[config.mk]
export PLATFORM = sky130hd
export DESIGN_NAME = fila_ctrl
export DESIGN_NICKNAME = d
export VERILOG_FILES = /design/src/rtl/fila_pkg.sv /design/src/rtl/fila_rr_arb.sv /design/src/rtl/fila_ctrl.sv
export SDC_FILE = /design/constraint.sdc
export NUM_CORES = 1
export LEC_CHECK = 0
export CORE_MARGIN = 10
export CORE_UTILIZATION = 30
export CTS_CLUSTER_DIAMETER = 60
export DETAILED_ROUTE_END_ITERATION = 10
export MAX_ROUTING_LAYER = met4
export SYNTH_ARGS = -nofsm -noshare
export SYNTH_HDL_FRONTEND = slang
export SYNTH_SLANG_ARGS = --single-unit
[constraint.sdc]
create_clock -name clock_10KHz -period 2.2 [get_ports clock_10KHz]
set_input_delay 0.55 -clock clock_10KHz [delete_from_list [all_inputs] [get_ports clock_10KHz]]
set_output_delay 0.55 -clock clock_10KHz [all_outputs]
set_load 0.01 [all_outputs]
[src/rtl/fila_pkg.sv]
// Shared types and constants for the fila queue controller.
package fila_pkg;

    typedef enum logic [1:0] {IDLE, ISSUE, WAIT, DONE} ctrl_state_t;

    localparam logic OP_ENQ       = 1'b0;
    localparam logic OP_DEQ       = 1'b1;
    localparam int   FILA_DEPTH   = 8;
    localparam int   DEFAULT_WAIT = 3;

endpackage

[src/rtl/fila_rr_arb.sv]
// Two-way round-robin arbiter: ptr breaks the tie when both requesters are pending.
module fila_rr_arb (
    input  logic [1:0] req,
    input  logic       ptr,
    output logic       grant_idx,
    output logic       grant_valid
);

    always_comb begin
        grant_valid = |req;
        if (req == 2'b11) grant_idx = ptr;
        else              grant_idx = req[1];
    end

endmodule

[src/rtl/fila_ctrl.sv]
// Round-robin controller sharing one fila byte queue between two requesters.
// Define FILA_CTRL_STATS_EN to add saturating 16-bit enqueue/dequeue/reject counters.
module fila_ctrl
    import fila_pkg::*;
#(
    parameter int DATA_W      = 8,
    parameter int DEPTH       = FILA_DEPTH,
    parameter int WAIT_CYCLES = DEFAULT_WAIT
) (
    input  logic                clock_10KHz,
    input  logic                reset,
    input  logic [1:0]          req_valid,
    input  logic [1:0]          req_op,
    input  logic [2*DATA_W-1:0] req_data,
    output logic [1:0]          ack,
    output logic                rsp_err,
    output logic [DATA_W-1:0]   rsp_data,
    output logic                busy,
    output logic                fila_enqueue,
    output logic                fila_dequeue,
    output logic [DATA_W-1:0]   fila_data,
    input  logic [7:0]          fila_len,
    input  logic [DATA_W-1:0]   fila_dout
`ifdef FILA_CTRL_STATS_EN
    ,
    output logic [15:0]         stat_enq,
    output logic [15:0]         stat_deq,
    output logic [15:0]         stat_rej
`endif
);

    localparam logic [7:0] DEPTH_8 = 8'(DEPTH);
    localparam logic [3:0] WAIT_4  = 4'(WAIT_CYCLES);

    ctrl_state_t         r_state, w_state_nxt;
    logic                r_rr;
    logic                r_g;
    logic                r_op;
    logic [DATA_W-1:0]   r_data;
    logic [3:0]          r_cnt;
    logic [1:0]          r_ack;
    logic                r_err;
    logic [DATA_W-1:0]   r_rsp_data;
    logic                r_enq;
    logic                r_deq;

    logic                w_gidx;
    logic                w_gvld;
    logic                w_sel_op;
    logic [DATA_W-1:0]   w_sel_data;
    logic                w_reject;

    fila_rr_arb u_arb (
        .req         (req_valid),
        .ptr         (r_rr),
        .grant_idx   (w_gidx),
        .grant_valid (w_gvld)
    );

    assign w_sel_op   = req_op[w_gidx];
    assign w_sel_data = w_gidx ? req_data[2*DATA_W-1:DATA_W] : req_data[DATA_W-1:0];
    assign w_reject   = (w_sel_op == OP_ENQ) ? (fila_len >= DEPTH_8) : (fila_len == 8'd0);

    always_ff @(posedge clock_10KHz) begin
        if (reset) r_state <= IDLE;
        else       r_state <= w_state_nxt;
    end

    always_comb begin
        w_state_nxt = r_state;
        unique case (r_state)
            IDLE:    if (w_gvld) w_state_nxt = w_reject ? DONE : ISSUE;
            ISSUE:   w_state_nxt = WAIT;
            WAIT:    if (r_cnt == 4'd1) w_state_nxt = DONE;
            DONE:    w_state_nxt = IDLE;
            default: w_state_nxt = IDLE;
        endcase
    end

    // ack/err are registered on the edge entering DONE so they are high exactly during DONE.
    always_ff @(posedge clock_10KHz) begin
        if (reset) begin
            r_rr       <= 1'b0;
            r_g        <= 1'b0;
            r_op       <= OP_ENQ;
            r_data     <= '0;
            r_cnt      <= '0;
            r_ack      <= '0;
            r_err      <= 1'b0;
            r_rsp_data <= '0;
            r_enq      <= 1'b0;
            r_deq      <= 1'b0;
        end else begin
            r_ack <= '0;
            r_err <= 1'b0;
            r_enq <= 1'b0;
            r_deq <= 1'b0;
            case (r_state)
                IDLE: begin
                    if (w_gvld) begin
                        r_g    <= w_gidx;
                        r_op   <= w_sel_op;
                        r_data <= w_sel_data;
                        if (w_reject) begin
                            r_ack <= {w_gidx, ~w_gidx};
                            r_err <= 1'b1;
                        end else begin
                            r_enq <= (w_sel_op == OP_ENQ);
                            r_deq <= (w_sel_op == OP_DEQ);
                        end
                    end
                end
                ISSUE: r_cnt <= WAIT_4;
                WAIT: begin
                    r_cnt <= r_cnt - 4'd1;
                    if (r_cnt == 4'd1) begin
                        r_ack <= {r_g, ~r_g};
                        if (r_op == OP_DEQ) r_rsp_data <= fila_dout;
                    end
                end
                DONE:    r_rr <= ~r_g;
                default: ;
            endcase
        end
    end

    assign ack          = r_ack;
    assign rsp_err      = r_err;
    assign rsp_data     = r_rsp_data;
    assign busy         = (r_state != IDLE);
    assign fila_enqueue = r_enq;
    assign fila_dequeue = r_deq;
    assign fila_data    = (r_state == ISSUE || r_state == WAIT) ? r_data : '0;

`ifdef FILA_CTRL_STATS_EN
    logic [15:0] r_stat_enq, r_stat_deq, r_stat_rej;

    always_ff @(posedge clock_10KHz) begin
        if (reset) begin
            r_stat_enq <= '0;
            r_stat_deq <= '0;
            r_stat_rej <= '0;
        end else if (r_state == DONE) begin
            if (r_err) begin
                if (r_stat_rej != 16'hFFFF) r_stat_rej <= r_stat_rej + 16'd1;
            end else if (r_op == OP_ENQ) begin
                if (r_stat_enq != 16'hFFFF) r_stat_enq <= r_stat_enq + 16'd1;
            end else begin
                if (r_stat_deq != 16'hFFFF) r_stat_deq <= r_stat_deq + 16'd1;
            end
        end
    end

    assign stat_enq = r_stat_enq;
    assign stat_deq = r_stat_deq;
    assign stat_rej = r_stat_rej;
`endif

endmodule

## Word-level counts from Yosys, hierarchy flattened

Cells that the tools add are included.

- Add/sub/neg operators: 1
- $lt $le $gt $ge: 2
- Eq/ne operators: 7
- Multiplexer cells: 16
- Bitwise logic cells: 5
- Reduce and logical (&&, ||, !) cells: 11

Operator list:

| operator | count |
|---|---|
| 8-bit 2-to-1 mux | 2 |
| 2-bit 2-to-1 mux | 6 |
| 8-bit by 4-bit >= comparator with 1-bit output (second input constant) | 1 |
| 8-bit zero test | 1 |
| 2-bit one-hot mux with 4 select lines | 1 |
| 4-bit one-hot mux with 2 select lines | 1 |
| 2-bit == test (second input constant) | 3 |
| 1-bit 2-to-1 mux | 5 |
| 1-bit inverter | 5 |
| 4-bit by 1-bit == test with 1-bit output (second input constant) | 1 |
| 2-bit one-hot mux with 2 select lines | 1 |
| 2-bit AND reduction | 2 |
| 2-bit nonzero test | 2 |
| 4-bit OR reduction | 1 |
| 4-bit by 1-bit subtractor with 4-bit output (second input constant) | 1 |
| 3-bit AND reduction | 1 |
| 3-bit OR reduction | 1 |
| 2-bit by 1-bit == test with 1-bit output (second input constant) | 1 |
| 2-bit zero test | 1 |
| 1-bit by 2-bit less-than comparator with 1-bit output (second input constant) | 1 |
| 2-bit by 1-bit != test with 1-bit output (second input constant) | 1 |
| 2-bit != test (second input constant) | 1 |
| 2-bit OR reduction | 1 |
| 1-bit logical OR | 1 |

- Bits in registers: 30
- Bits of input ports: 38
- Output and inout bits: 22
- Word-level logic and storage cells: 53

## Logic depth before layout (Yosys ltp)

Gate-level depths: netlist of run 1.

- Depth after elaboration: 8
- Depth in mapped cells: 7
- Gate-level depth less buffers: 6

## Hierarchy

From an unflattened synthesis of run 1, not the netlist that was laid out.

- Cells, all modules: 161
- Area total of the unflattened synthesis: 1,388.8 µm²

Modules (own cells, without submodules):

| module | instances | cells an instance | area an instance (µm²) |
|---|---|---|---|
| fila_ctrl | 1 | 158 | 1,371.3 |
| fila_rr_arb | 1 | 3 | 17.5 |

## Worst setup path before layout of run 1

No wires, ideal clock.

- Kind: reg-to-output
- Start: register r_state[0]
- End: output fila_data[0]
- Data arrival time: 1.136 ns
- Setup slack: 0.514 ns
- Cell stages (with the launch flop): 5
- Cells stage by stage: dfxtp_1 -> inv_1 -> ha_1 -> clkbuf_1 -> and2_1

- Word-level cells in the longest chain between the ends: 3
- Elaborated cells on any way between the ends: 4
- Those cells by class: 2 x eq/ne; 1 x mux; 1 x reduce/logical

RTL lines:

| item | line | text |
|---|---|---|
| start: declaration | fila_ctrl.sv:35 | `ctrl_state_t r_state, w_state_nxt;` |
| start signal: assignment | fila_ctrl.sv:66 | `else r_state <= w_state_nxt;` |
| 2-bit by 1-bit == test with 1-bit output / 2-bit == test (equally long branches) | fila_ctrl.sv:133 | `assign fila_data = (r_state == ISSUE \|\| r_state == WAIT) ? r_data : '0;` |
| 1-bit logical OR (*) | fila_ctrl.sv:133 |  |
| 8-bit 2-to-1 mux (*) | fila_ctrl.sv:133 |  |
| end: declaration | fila_ctrl.sv:21 | `output logic [DATA_W-1:0] fila_data,` |

Mark *: on every way between the ends. The rest lies on a longest branch, timed or not.

## Final worst setup path of run 1

Same ends and word-level chain as after synthesis.

==> out/results.tsv, run 1 <==
metric	value	unit
drt_first_pass_iters	5	
drc_errors	0	
peakVddDrop	0.441	mV
postCtsSetupRepairBufs	0	
final_util	49.0	%
die_width	86.3	um
timing.critical_path.cells	inv_1, ha_4, and2_1, dlygate4sd2_1	
total_number_of_placement_rows	24	
number_of_enable_flip_flop_cells_after_synthesis	0	
fin_crit_sh	91.7	%
clockBufferDepth	2	
critical_path.slowest_cell	sky130_fd_sc_hd__dfxtp_1	
design.portCount	60	
synth-warning-count	0	
sum_of_negative_setup_slack	0	ns
p_leak	0.907	nW
synthFlopType	sky130_fd_sc_hd__dfxtp_1	
cts.sink_count	30	
outcome	finished clean	
placed_cells_incl_taps	257	
synthesis.instances	145	
final_cell_count_no_fill	265	
synth_top_area_cell	sky130_fd_sc_hd__dfxtp_1	
worst_slew_pin_slew	0.684	ns
final_nets	255	
layout-drive-gt1-share	10.3	%
slew-limit-headroom	54.3	%
hold_path.class	register to register	
timing.critical_path.fanout_max	10	
first_global_vias	1380	
critical_path.startpoint_type	register	
grt_start_max_net_pins	15	
detailroute.via_count	1307	
start_util	30.7	%
die_area	7450	um2
drv_slew	0	
die_y	86.3	um
grt_antenna_before_repair	0	
cp_slowest_stage_delay	0.37	ns
core-area	4290	um2
synth.ff_latch_count	30	
drt-initial-drc-count	90	
power-per-cell-area	949	nW/um2
timing_worst_setup_path_type	register to output pin	
nFillCells	418	
synth_top_area_share	45.5	%
hold_slack	0.501	ns
clock_buffers_created_by_tritoncts	5	
max_freq	0.496	GHz
synth_seq_area_share	45.5	%
synth.avg_cell_area	9.10	um2
synth_top_cells_by_area	sky130_fd_sc_hd__dfxtp_1 (45%), sky130_fd_sc_hd__nor2_1 (8.5%), sky130_fd_sc_hd__mux2i_1 (8.3%)	
period_needed	2.02	ns
worst_case_clock_skew	0.00318	ns
placement.io_buffers	59	
cap_violations	0	
routed_wire_length_per_instance	15.3	um
postRouteAntennaNets	0	
gpl.final_weighted_congestion	0.795	
report.final.hold_viol_count	0	
cts.root.buffer_cell	sky130_fd_sc_hd__clkbuf_8	
mappedNetlistNets	188	
grt_setup_unrepaired	false	
grt_first_pass_wirelength	6770	um
dp_hpwl	3180	um
rr_worst_depth	6	
cp_data_required_time	1.65	ns
flow.area_growth_from_synthesis	59.3	%
cts-htree-levels	2	
cpLargestDelayFamily	flip-flops	
syn-cell-area	1320	um2
antenna_cells	0	
setup.worst_path.end_class	output pin	
grtUsageTotal	11.4	%
netlist-cell-type-count	31	
min_path_cells	2	
dp_slack	0.0514	ns
worst_ep_arrival_time	1.47	ns
viasPerCell	4.93	
worstPathBufferInverterCount	2	
clock_latency	0.28	ns
crit_cells	4	
setup_viol	0	
route.final.wire_length	4060	um
tritoncts	built	
setup_slack	0.182	ns
globalRouteOverflowTotal	0	
clk_pin_slew	0.06	ns
synth-async-reset-ratio	0	%
==> logic make-up after synthesis <==
kind of cell,count (synthesis),share of synthesized area [%]
flops,30,45.5
fa+ha+maj,5,4.74
mux,12,9.38
simple gates,59,21.5
compound gates,24,14.4
buf+inv,15,4.46
==> cell type report <==
type                    instances  area [um2]  share of cell area, %
repair buffers                 66         636                   30.2
multi-input cells             100         673                   32.0
clock buffers                   6        82.6                   3.93
inverters                       9        33.8                   1.61
flip-flops and latches         30         601                   28.6
clock inverters                 2        12.5                  0.595
well taps                      52        65.1                   3.09
==> synth_stat cells (2+ instances only) <==
cell type / n
sky130_fd_sc_hd__dfxtp_1: 30
sky130_fd_sc_hd__nor2_1: 30
sky130_fd_sc_hd__mux2i_1: 11
sky130_fd_sc_hd__a222oi_1: 8
sky130_fd_sc_hd__and2_1: 8
sky130_fd_sc_hd__inv_1: 8
sky130_fd_sc_hd__nand2_1: 8
sky130_fd_sc_hd__ha_1: 5
sky130_fd_sc_hd__a21oi_1: 4
sky130_fd_sc_hd__nor3_1: 3
sky130_fd_sc_hd__buf_1: 2
sky130_fd_sc_hd__buf_2: 2
sky130_fd_sc_hd__clkbuf_1: 2
sky130_fd_sc_hd__nand3_1: 2
sky130_fd_sc_hd__nor3b_1: 2
sky130_fd_sc_hd__nor4_1: 2
sky130_fd_sc_hd__o21ai_0: 2
sky130_fd_sc_hd__o21ai_1: 2
sky130_fd_sc_hd__o32ai_1: 2
==> power by group <==
| group | total, mW | switching [mW] | internal, mW | leakage [nW] |
|---|---|---|---|---|
| Combinational | 0.832 | 0.432 | 0.400 | 0.615 |
| Sequential | 0.702 | 0.0611 | 0.641 | 0.245 |
| Clock | 0.463 | 0.212 | 0.251 | 0.0472 |
==> state kept, by name, summed over array words and instances (netlist names) <==
register	flops
ack	2
fila_dequeue	1
fila_enqueue	1
r_cnt	4
r_data	8
r_g	1
r_op	1
r_rr	1
r_state	2
rsp_data	8
rsp_err	1
==> path summary, 6_finish.rpt <==
check / end / from / slack, ns
min reg2reg: r_cnt[1] / r_cnt[1] / 0.50
max reg2reg: r_data[1] / r_state[0] / 0.53
max: fila_data[0] / r_state[0] / 0.18
min: r_cnt[1] / r_cnt[1] / 0.50
==> routing by layer <==
metal,GRT usage [%],part of all wire (%)
met1,13.4,46
met2,18.1,49
met3,3.85,5.2
met4,3.24,0.35
met5,-,0
==> through the flow <==
stage | power [mW] | instance area [um2]
after floorplan | 1.17 | 1320
after global placement | 1.50 | 2000
after detailed placement | 1.52 | 2000
after CTS | 2.02 | 2100
after global routing | 2.16 | 2100
final | 2.00 | 2100
==> cells in the final DEF (no fill, tap or decap), types with 6 or more instances in the layout <==
cell type                         instances
sky130_fd_sc_hd__nor2_1                  30
sky130_fd_sc_hd__mux2i_1                 11
sky130_fd_sc_hd__dlygate4sd2_1            8
sky130_fd_sc_hd__inv_1                    8
sky130_fd_sc_hd__clkbuf_8                 6
sky130_fd_sc_hd__nand2_1                  8
sky130_fd_sc_hd__buf_4                    7
sky130_fd_sc_hd__dfxtp_1                 30
sky130_fd_sc_hd__a222oi_1                 8
sky130_fd_sc_hd__clkdlybuf4s50_1         50
sky130_fd_sc_hd__and2_1                   8
==> what timing repair did <==
action,in CTS,in global routing
resized for setup,10,1
cloned,0,0
hold buffers,0,0
endpoints found under the setup margin,9,1
==> tightest hold or removal path: stages, from the launching register on <==
cell and delay, ns:
sky130_fd_sc_hd__dfxtp_1 0.32, sky130_fd_sc_hd__nor2_1 0.08, sky130_fd_sc_hd__a311oi_1 0.05
(Power assumes the default switching activity.)
==> inputs of run 2 (changes only) <==
--- a/config.mk
+++ b/config.mk
@@ -9,7 +9,9 @@
 export CORE_UTILIZATION = 30
 export CTS_CLUSTER_DIAMETER = 60
 export DETAILED_ROUTE_END_ITERATION = 10
+export GPL_ROUTABILITY_DRIVEN = 0
 export MAX_ROUTING_LAYER = met4
 export SYNTH_ARGS = -nofsm -noshare
 export SYNTH_HDL_FRONTEND = slang
+export SYNTH_HIERARCHICAL = 1
 export SYNTH_SLANG_ARGS = --single-unit
==> out/results.tsv, run 2 <==
metric	value	unit
critical_path.slowest_cell	sky130_fd_sc_hd__clkdlybuf4s50_1	
cap_violations	0	
tritoncts	built	
timing.critical_path.cells	inv_1, ha_4, inv_1, clkdlybuf4s50_1	
cts.sink_count	30	
outcome	finished clean	
postRouteAntennaNets	0	
worst_case_clock_skew	0.00526	ns
most_frequent_cell_after_synthesis	sky130_fd_sc_hd__dfxtp_1	
layout-drive-gt1-share	10.8	%
period_needed	2.11	ns
max_freq	0.473	GHz
sequentialPowerShare	33.5	%
netlist-cell-type-count	30	
final_nets	273	
start_util	31.5	%
flow.area_growth_from_synthesis	59.4	%
synth-async-reset-ratio	0	%
mappedNetlistNets	204	
route.final.wire_length	3810	um
globalRouteOverflowTotal	0	
clkPwrFrac	20.3	%
postCtsSetupRepairBufs	0	
grt_setup_unrepaired	false	
p_leak	0.863	nW
synth_top_area_cell	sky130_fd_sc_hd__dfxtp_1	
setup.worst_path.end_class	output pin	
setup_viol	0	
crit_path_frequent_cell	sky130_fd_sc_hd__inv_1	
cp_slowest_stage_delay	0.56	ns
grt_first_pass_wirelength	6600	um
cts-htree-levels	2	
synthesis.instances	161	
drv_slew	0	
synth_top_area_share	43.2	%
mostFrequentLayoutCell	sky130_fd_sc_hd__clkdlybuf4s50_1	
die_width	88.0	um
worst_slew_pin_slew	0.345	ns
timing_worst_setup_path_type	register to output pin	
synth_top_cells_by_area	sky130_fd_sc_hd__dfxtp_1 (43%), sky130_fd_sc_hd__mux2i_1 (7.2%), sky130_fd_sc_hd__a21oi_1 (5.0%)	
power-per-cell-area	1000	nW/um2
hold_path.class	register to register	
die_area	7750	um2
viasPerCell	4.58	
peakVddDrop	0.425	mV
routed_wire_length_per_instance	13.5	um
core-area	4410	um2
antenna_cells	0	
dp_hpwl	2930	um
clockBufferDepth	2	
grtUsageTotal	11.0	%
design.portCount	60	
yosys-top-cells-count	sky130_fd_sc_hd__dfxtp_1 (30), sky130_fd_sc_hd__nor2_1 (17), sky130_fd_sc_hd__nand2_1 (16), sky130_fd_sc_hd__a21oi_1 (14)	
comb_power_share	46.2	%
synth.ff_latch_count	30	
most-common-layout-cells	sky130_fd_sc_hd__clkdlybuf4s50_1 (51), sky130_fd_sc_hd__dfxtp_1 (30), sky130_fd_sc_hd__nor2_1 (17), sky130_fd_sc_hd__nand2_1 (16), sky130_fd_sc_hd__a21oi_1 (14)	
synth.avg_cell_area	8.63	um2
power_switching_share	35.7	%
hold_slack	0.451	ns
report.final.hold_viol_count	0	
worst_ep_arrival_time	1.56	ns
first_global_vias	1405	
synth_seq_area_share	43.2	%
synth-warning-count	6	
clock_latency	0.28	ns
slew-limit-headroom	77.0	%
placement.io_buffers	59	
critical_path.startpoint_type	register	
total_number_of_placement_rows	24	
detailroute.via_count	1297	
clk_pin_slew	0.06	ns
final_util	50.1	%
nFillCells	442	
cts.root.buffer_cell	sky130_fd_sc_hd__clkbuf_8	
timing.critical_path.fanout_max	5	
worstPathBufferInverterCount	3	
syn-cell-area	1390	um2
fin_crit_sh	96.1	%
drc_errors	0	
cell_internal_pwr	1.42	mW
synthFlopType	sky130_fd_sc_hd__dfxtp_1	
grt_start_max_net_pins	29	
number_of_enable_flip_flop_cells_after_synthesis	0	
drt_first_pass_iters	2	
power_switching	0.789	mW
die_y	88.0	um
cp_data_required_time	1.65	ns
grt_antenna_before_repair	0	
drt-initial-drc-count	118	
cpLargestDelayFamily	buffers and inverters	
clock_buffers_created_by_tritoncts	5	
## run 2: cell count changes in the layout (fill, tap and decap cells not counted), moves of 2 or more
cell and delta:
sky130_fd_sc_hd__a222oi_1 -8, sky130_fd_sc_hd__o32ai_1 -2, sky130_fd_sc_hd__nand2_1 +8, sky130_fd_sc_hd__nand3_1 +8, sky130_fd_sc_hd__o21ai_1 -2, sky130_fd_sc_hd__o21ai_0 +2
sky130_fd_sc_hd__nor2_1 -13, sky130_fd_sc_hd__a211oi_1 +9, sky130_fd_sc_hd__buf_4 +4, sky130_fd_sc_hd__a21oi_1 +10
## run 2: final cells by class
| type | count | area [um2] | share of cell area, % |
|---|---|---|---|
| tap | 52 | 65.1 | 2.94 |
| multi-input combinational | 114 | 743 | 33.6 |
| inverter | 8 | 30.0 | 1.36 |
| timing repair buffer | 71 | 683 | 30.9 |
| sequential | 30 | 601 | 27.1 |
| clock inverter | 1 | 5.00 | 0.226 |
| clock buffer | 7 | 86.3 | 3.90 |
## run 2: repair_timing
item / CTS / global route
hold endpoints to repair: 0 / 0
endpoints found under the setup margin: 9 / 0
gates resized for setup: 10 / 0
hold buffers: 0 / 0
## run 2: logic make-up after synthesis
logic type	share of synthesized area [%]
AOI/OAI and AO/OA	16.3
and+or+nand+nor	24.1
DFF	43.2
adders and majority gates	4.50
muxes	7.21
buffers and inverters	4.60
## run 2: metrics by stage
step / cell area [um2] / setup WS (ns) / std cells / TNS, ns / power [mW]
after floorplan: 1390 / 0.335 / 161 / 0 / 1.33
after global placement: 2120 / -0.0912 / 275 / -0.179 / 1.78
after detailed placement: 2120 / -0.113 / 275 / -0.211 / 1.78
after CTS: 2210 / 0.0680 / 283 / 0 / 2.25
after global routing: 2210 / 0.00910 / 283 / 0 / 2.42
final: 2210 / 0.0860 / 283 / 0 / 2.21
## run 2: worst paths after layout
check / cells past startpoint / endpoint / slack [ns] / start
min: 2 / rsp_data[3] / 0.45 / rsp_data[3]
max: 4 / busy / 0.09 / r_state[0]
min reg2reg: 2 / rsp_data[3] / 0.45 / rsp_data[3]
max reg2reg: 7 / rsp_data[4] / 0.47 / r_state[0]
## run 2: worst min-delay path, cell delays in order (launching register included)
cell and delay (ns):
sky130_fd_sc_hd__dfxtp_1 0.31, sky130_fd_sc_hd__nand2_1 0.05, sky130_fd_sc_hd__a21oi_1 0.05
## run 2: power by group through the flow
| stage | registers [mW] | clock network [mW] | logic, mW |
|---|---|---|---|
| floorplan | 0.735 | 0 | 0.593 |
| global placement | 0.755 | 0 | 1.03 |
| detailed placement | 0.756 | 0 | 1.02 |
| CTS | 0.746 | 0.469 | 1.04 |
| global route | 0.762 | 0.495 | 1.16 |
| finish | 0.743 | 0.448 | 1.02 |
## run 2: layer usage
layer | vias up | track usage (%) | share of wire, %
li1 | 695 | - | -
met1 | 562 | 13.4 | 45
met2 | 37 | 15.9 | 46
met3 | 3 | 4.74 | 7.6
met4 | 0 | 3.28 | 0.71
met5 | - | - | 0
